## config.mk

```make
export PLATFORM = sky130hd
export DESIGN_NAME = no_op_mem_responder
export DESIGN_NICKNAME = d
export VERILOG_FILES = /design/src/rtl/no_op_mem_responder.sv
export SDC_FILE = /design/constraint.sdc
export NUM_CORES = 2
export LEC_CHECK = 0
export CAP_MARGIN = 20
export CORE_UTILIZATION = 45
export CTS_BUF_LIST = sky130_fd_sc_hd__clkbuf_4 sky130_fd_sc_hd__clkbuf_8
export CTS_CLUSTER_DIAMETER = 30
export DETAILED_ROUTE_END_ITERATION = 8
export HOLD_SLACK_MARGIN = 0.06
export REMOVE_ABC_BUFFERS = 1
export SLEW_MARGIN = 20
export SYNTH_ARGS = -nofsm -noshare
export SYNTH_HDL_FRONTEND = slang
export SYNTH_SLANG_ARGS = --single-unit
```

## constraint.sdc

```tcl
create_clock -name clock -period 4.6 [get_ports clock]
set_clock_uncertainty 0.05 [all_clocks]
set_input_delay 1.38 -clock clock [delete_from_list [all_inputs] [get_ports clock]]
set_output_delay 1.38 -clock clock [all_outputs]
set_load 0.1 [all_outputs]
```

## src/rtl/no_op_mem_responder.sv

```systemverilog
// no_op_mem_responder
//   Memory-side responder for the no_op CPU read handshake. Holds a word
//   array (not reset) and answers a four-phase read request after LATENCY
//   clock edges. A side-band load port lets a bench preload words.
//
// Ports:
//   clock        - system clock, rising edge
//   reset_n      - asynchronous active-low reset
//   mem_address  - read address, sampled only when a request is accepted
//   mem_read     - read request level (four-phase)
//   mem_value    - registered read data, valid while mem_ready is high
//   mem_ready    - registered data-valid / acknowledge
//   mem_error    - registered, high with mem_ready for out-of-range addresses
//   load_en      - side-band write strobe
//   load_addr    - side-band write address
//   load_data    - side-band write data
`ifndef ARCH_SIZE
`define ARCH_SIZE 15
`endif

module no_op_mem_responder #(
  parameter int WIDTH      = `ARCH_SIZE + 1,
  parameter int DEPTH_LOG2 = 8,
  parameter int LATENCY    = 3
) (
  input  logic                  clock,
  input  logic                  reset_n,
  input  logic [WIDTH-1:0]      mem_address,
  input  logic                  mem_read,
  output logic [WIDTH-1:0]      mem_value,
  output logic                  mem_ready,
  output logic                  mem_error,
  input  logic                  load_en,
  input  logic [DEPTH_LOG2-1:0] load_addr,
  input  logic [WIDTH-1:0]      load_data
);

  localparam logic [1:0] IDLE    = 2'd0;
  localparam logic [1:0] WAIT    = 2'd1;
  localparam logic [1:0] READY   = 2'd2;
  localparam logic [1:0] RELEASE = 2'd3;

  // The counter is four bits wide, so only latencies 0..15 can be honoured.
  generate
    if (LATENCY < 0 || LATENCY > 15) begin : gBadLatency
      $error("no_op_mem_responder: LATENCY must be in 0..15");
    end
  endgenerate

  // Counter preload: the acceptance edge itself accounts for one edge.
  localparam logic [3:0] CNT_INIT = (LATENCY == 0) ? 4'd0 : 4'(LATENCY - 1);

  // Address bits at or above DEPTH_LOG2 select nothing in the array.
  localparam logic [WIDTH-1:0] HI_MASK =
    ~WIDTH'((64'd1 << DEPTH_LOG2) - 64'd1);

  logic [WIDTH-1:0] memArray [0:(2**DEPTH_LOG2)-1];

  logic [1:0]       state_q, state_d;
  logic [3:0]       cnt_q,   cnt_d;
  logic [WIDTH-1:0] addr_q,  addr_d;
  logic [WIDTH-1:0] value_q, value_d;
  logic             ready_q, ready_d;
  logic             error_q, error_d;

  logic                  enterReady;
  logic [WIDTH-1:0]      enterAddr;
  logic [DEPTH_LOG2-1:0] enterIdx;
  logic                  outOfRange;

  // Side-band writes happen in any state; contents survive reset.
  always_ff @(posedge clock) begin
    if (load_en) begin
      memArray[load_addr] <= load_data;
    end
  end

  assign enterIdx   = enterAddr[DEPTH_LOG2-1:0];
  assign outOfRange = |(enterAddr & HI_MASK);

  always_comb begin
    state_d    = state_q;
    cnt_d      = cnt_q;
    addr_d     = addr_q;
    value_d    = value_q;
    ready_d    = ready_q;
    error_d    = error_q;
    enterReady = 1'b0;
    enterAddr  = addr_q;

    case (state_q)
      IDLE: begin
        if (mem_read) begin
          addr_d = mem_address;
          if (LATENCY == 0) begin
            // Zero latency answers on the acceptance edge, so the live
            // address is used since addr_q is only being loaded now.
            enterReady = 1'b1;
            enterAddr  = mem_address;
          end else begin
            state_d = WAIT;
            cnt_d   = CNT_INIT;
          end
        end
      end
      WAIT: begin
        if (!mem_read) begin
          state_d = IDLE;
        end else if (cnt_q == 4'd0) begin
          enterReady = 1'b1;
        end else begin
          cnt_d = cnt_q - 4'd1;
        end
      end
      READY: begin
        if (!mem_read) begin
          state_d = RELEASE;
          ready_d = 1'b0;
          error_d = 1'b0;
        end
      end
      RELEASE: begin
        state_d = IDLE;
      end
      default: begin
        state_d = IDLE;
      end
    endcase

    // A load hitting the same word on the entry edge wins (write-first).
    if (enterReady) begin
      state_d = READY;
      ready_d = 1'b1;
      error_d = outOfRange;
      if (outOfRange) begin
        value_d = '0;
      end else if (load_en && (load_addr == enterIdx)) begin
        value_d = load_data;
      end else begin
        value_d = memArray[enterIdx];
      end
    end
  end

  always_ff @(posedge clock or negedge reset_n) begin
    if (!reset_n) begin
      state_q <= IDLE;
      cnt_q   <= 4'd0;
      addr_q  <= '0;
      value_q <= '0;
      ready_q <= 1'b0;
      error_q <= 1'b0;
    end else begin
      state_q <= state_d;
      cnt_q   <= cnt_d;
      addr_q  <= addr_d;
      value_q <= value_d;
      ready_q <= ready_d;
      error_q <= error_d;
    end
  end

  assign mem_value = value_q;
  assign mem_ready = ready_q;
  assign mem_error = error_q;

endmodule

```

==> run summary <==
The I/O pin count came out at between 60 and 70. The final hold violation count came to 0. The worst hold-check slack came out at around 0.10 ns. The worst setup path is of the flip-flop to flip-flop kind. The achievable clock frequency came out at approximately 0.22 GHz.

The die is just under 600 um wide. VDD sags by at most between 0.4 and 0.5 mV. Setup total negative slack on the finished layout was measured at 0 ns.

Data on the critical path is required at its endpoint by between 5 and 6 ns. The routed wire length on met2 came out at 206500 um. Counting every instance in the synthesized netlist gives 7445. The H-tree level count is 6. The first-pass GRT wire length is 619900 um.

Setup repair after global routing left no endpoint under its margin. The net count of the finished layout is between 8000 and 9000. The count of nets left with antenna violations after detail routing came out at 0.

The number of synthesized register bits is slightly above 4000. The top routing layer in use is met5. The data arrival time of the critical path came out at ~5.6 ns.

The die footprint came out at about 360000 um2. After layout, the minimum clock period comes to 4.541 ns. The launching element type of the critical path is a flip-flop. The detailed placer's ending HPWL came out at ~270000 um. Clock latency on the worst-skew pair, taken at its later pin, is approximately 1.3 ns. The static power due to leakage is around 60 nW. The number of buffers and inverters on the critical path is 3.

The routability congestion estimate from global placement is roughly 0.96. The total DRC errors in the routed layout came out at 0. The via count of the first global-routing pass is 83091. The number of enable flip-flop cells after synthesis is between 4000 and 5000. Of all nets on the critical path, the largest fanout is 24.

The delay of the slowest cell on the worst path came out at a little under 1 ns. Power comes to between 0.1 and 0.15 W. The number of pins with negative max-slew slack in the final report is 0.

The area share of the leading cell type in the synthesized netlist is 0.7744. The type of the most critical hold path is input port to asynchronous set/reset pin. The most repeated library cell on the critical path is sky130_fd_sc_hd__buf_12. In the synthesized netlist the dominant register cell turns out to be sky130_fd_sc_hd__edfxtp_1. The vias per cell is ~6.0. The area of the mapped netlist is between 150000 and 200000 um2.

The cts-stage hold buffer count came out at 0. The synthesis warning total came out at 0. In this run the tightest slew margin relative to its limit is 0.1375. The initial cell density of the core is 0.4535. The count of filler cells inserted in the layout is between 20000 and 30000. The areal power density over the cells came out at 578.7 nW/um2.

The flow ran to the end, and the final reports show no timing, DRC or antenna violations. CTS placed an instance of sky130_fd_sc_hd__clkbuf_8 at the clock tree root. The CTS tree is yes. The measured slew at the worst slew-check pin is roughly 1.3 ns. The layout-stage area growth over the synthesis result is 16.71%. The detailed router finished its first iteration with just over 10000 violations. The detail-routed net length per standard cell is between 30 and 40 um. The deepest clock path buffer count is 4. The count of input and output buffers is slightly above 60. The clock-pin slew reported for the worst setup and hold paths after clock tree synthesis came out at about 0.06 ns. The count of distinct cell types in the synthesized netlist came out at a little over 60.

For this block, wires on met1 add up to between 150000 and 200000 um. The cell row count is 217. The maximum number of pins on one net before global-route repair is between 100 and 150. The minimum setup slack after placement came out at -0.04729 ns. The number of optimization iterations in the first detailed-route pass came out at 6. The number of failing setup endpoints in the final timing report came out at 0. The total wire length after detailed routing came out at approximately 440000 um. The fraction of synthesis flops using an asynchronous set or reset pin came out at 0.009671.

The clock sink count is 4136. The signal on the critical path passes through buf_12 > buf_12 > buf_4 > mux4_2 > a22oi_1 > o211ai_1 > nor4_1 > or4_1 > nand2_1. The fraction of final layout cells with drive strength greater than 1 is 0.3113. The post-cts repair resize count is 0. The cell family contributing the most delay on the critical path is simple AND/OR/NAND/NOR gates. The global-route usage over all layers came out at 0.2449. The slowest stage of the critical path belongs to the cell sky130_fd_sc_hd__nor4_1. In the post-route analysis, the smallest setup slack over all paths is ~0.06 ns.

Summed over all nets, wire length on met3 after detailed routing comes to 41070 um. The initial antenna violation count is 22. The total congestion overflow is 0. The ratio of final minimum period to clock period came out at 0.9872. The floorplan die height is between 500 and 600 um. The count of buffers added by post-CTS timing repair for setup is 0.

TritonCTS created roughly 770 clock buffers. For this run, the register share of the synthesized area comes to 0.7807. The vias after detailed routing came out at 82180.

The synthesized area divided by synthesized cell count came out at between 20 and 25 um2. Of all cell types, the one taking the most synthesized area is sky130_fd_sc_hd__edfxtp_1. Measured on the finished design, the core utilization comes to 0.5293. The max-cap violation count came out at 0. The placeable core area is 350200 um2.

Sorting the synthesized cells by area gives the leading types as sky130_fd_sc_hd__edfxtp_1 (77%), sky130_fd_sc_hd__mux4_2 (11%), sky130_fd_sc_hd__mux2i_1 (3.7%). STA classifies the critical path endpoint as a flip-flop.
==> state kept, by name, summed over array words and instances, names as in the netlist <==
register,flops
memArray,4096
mem_error,1
mem_value,16
mem_ready,1
state_q,2
addr_q,16
cnt_q,4
==> layer usage <==
| metal | GRT usage | vias to the layer above |
|---|---|---|
| met3 | 0.05398 | 683 |
| met5 | 0 | - |
| met1 | 0.3429 | 43696 |
| met2 | 0.3808 | 4177 |
| li1 | - | 33614 |
| met4 | 0.08571 | 10 |
==> cells by family (layout without fill, tap and decap cells) <==
group / Yosys count / in the layout / synth area share
mux: 1389 / 1389 / 0.1482
simple gates: 770 / 770 / 0.02325
flops: 4136 / 4136 / 0.7807
buf+inv: 450 / 2109 / 0.01657
fa+ha+maj: 1 / 1 / 0.00007876
xor+xnor: 10 / 10 / 0.0005514
compound gates: 689 / 689 / 0.03066
other cells: 0 / 17 / 0
==> metrics by stage <==
step	cells	instance area (um2)
6_report	13720	185400
5_1_grt	13715	185400
4_1_cts	13703	185300
3_5_place_dp	12312	169100
3_3_place_gp	12310	169000
2_1_floorplan	7000	156200
==> synthesized netlist by cell type, types with 6 or more instances <==
library cell                count
sky130_fd_sc_hd__a211oi_1      16
sky130_fd_sc_hd__a21oi_1       31
sky130_fd_sc_hd__a22oi_1      376
sky130_fd_sc_hd__and3_1        12
sky130_fd_sc_hd__buf_1          9
sky130_fd_sc_hd__buf_2         96
sky130_fd_sc_hd__buf_4        115
sky130_fd_sc_hd__buf_6         41
sky130_fd_sc_hd__clkbuf_1     177
sky130_fd_sc_hd__dfrtp_1       40
sky130_fd_sc_hd__edfxtp_1    4096
sky130_fd_sc_hd__mux2_2        33
sky130_fd_sc_hd__mux2i_1      589
sky130_fd_sc_hd__mux4_2       767
sky130_fd_sc_hd__nand2_1      106
sky130_fd_sc_hd__nand2b_1      16
sky130_fd_sc_hd__nand3_1       37
sky130_fd_sc_hd__nand4_1       78
sky130_fd_sc_hd__nor2_1       317
sky130_fd_sc_hd__nor2b_1       32
sky130_fd_sc_hd__nor3_1        82
sky130_fd_sc_hd__nor4_1        36
sky130_fd_sc_hd__nor4bb_1       7
sky130_fd_sc_hd__o2111ai_1      6
sky130_fd_sc_hd__o211ai_1      15
sky130_fd_sc_hd__o21ai_0       14
sky130_fd_sc_hd__o21ai_1       15
sky130_fd_sc_hd__o22ai_1      180
sky130_fd_sc_hd__or2_2          6
sky130_fd_sc_hd__or3_1          9
sky130_fd_sc_hd__or4_1         11
sky130_fd_sc_hd__xor2_1         8
==> final timing paths <==
| path | slack (ns) | start | to | cells after the start |
|---|---|---|---|---|
| max reg2reg | 0.06 | addr_q[0] | mem_value[7] | 9 |
| max in group asynchronous | 3.78 | reset_n | mem_value[2] | 2 |
| min in group clock | 0.46 | addr_q[14] | addr_q[14] | 1 |
| max | 0.06 | addr_q[0] | mem_value[7] | 9 |
| min reg2reg | 0.46 | addr_q[14] | addr_q[14] | 1 |
| min | 0.10 | reset_n | addr_q[5] | 1 |
==> placed cells by master (no fill, tap or decap), drive strengths merged, types with 29 or more instances in the layout <==
master            n
o21ai            29
a22oi           376
nand4            78
a21oi            31
nor3             82
nand2           106
clkinv          318
nand3            37
edfxtp         4096
clkinvlp         40
clkbuf          919
buf             674
dfrtp            40
clkdlybuf4s50    39
nor2            317
bufinv           66
mux2i           589
inv              53
o22ai           180
mux4            767
mux2             33
nor4             36
nor2b            32
==> power by group <==
part	internal, W	switching, W
Clock	0.0209	0.0161
Sequential	0.0416	0.000474
Combinational	0.0113	0.0169
==> final cells by class <==
| class | instances | area, um2 | share of cell area |
|---|---|---|---|
| clock buffers | 919 | 11720 | 0.06320 |
| inverters | 5 | 18.77 | 0.0001012 |
| multi-input cells | 2859 | 32670 | 0.1762 |
| clock inverters | 472 | 4514 | 0.02435 |
| well taps | 4599 | 5754 | 0.03104 |
| diodes | 17 | 42.54 | 0.0002295 |
| repair buffers | 713 | 6645 | 0.03585 |
| flip-flops and latches | 4136 | 124000 | 0.6690 |
==> worst register-to-register path, delay by kind of cell (launching register included) <==
family / cells / cell delay, ns
flip-flops: 1 / 0.86
buffers and inverters: 3 / 0.99
AND/OR/NAND/NOR: 3 / 1.29
multiplexers: 1 / 0.58
AO/OA/AOI/OAI: 2 / 0.66
Note: power is estimated with default switching activity, not from simulation.
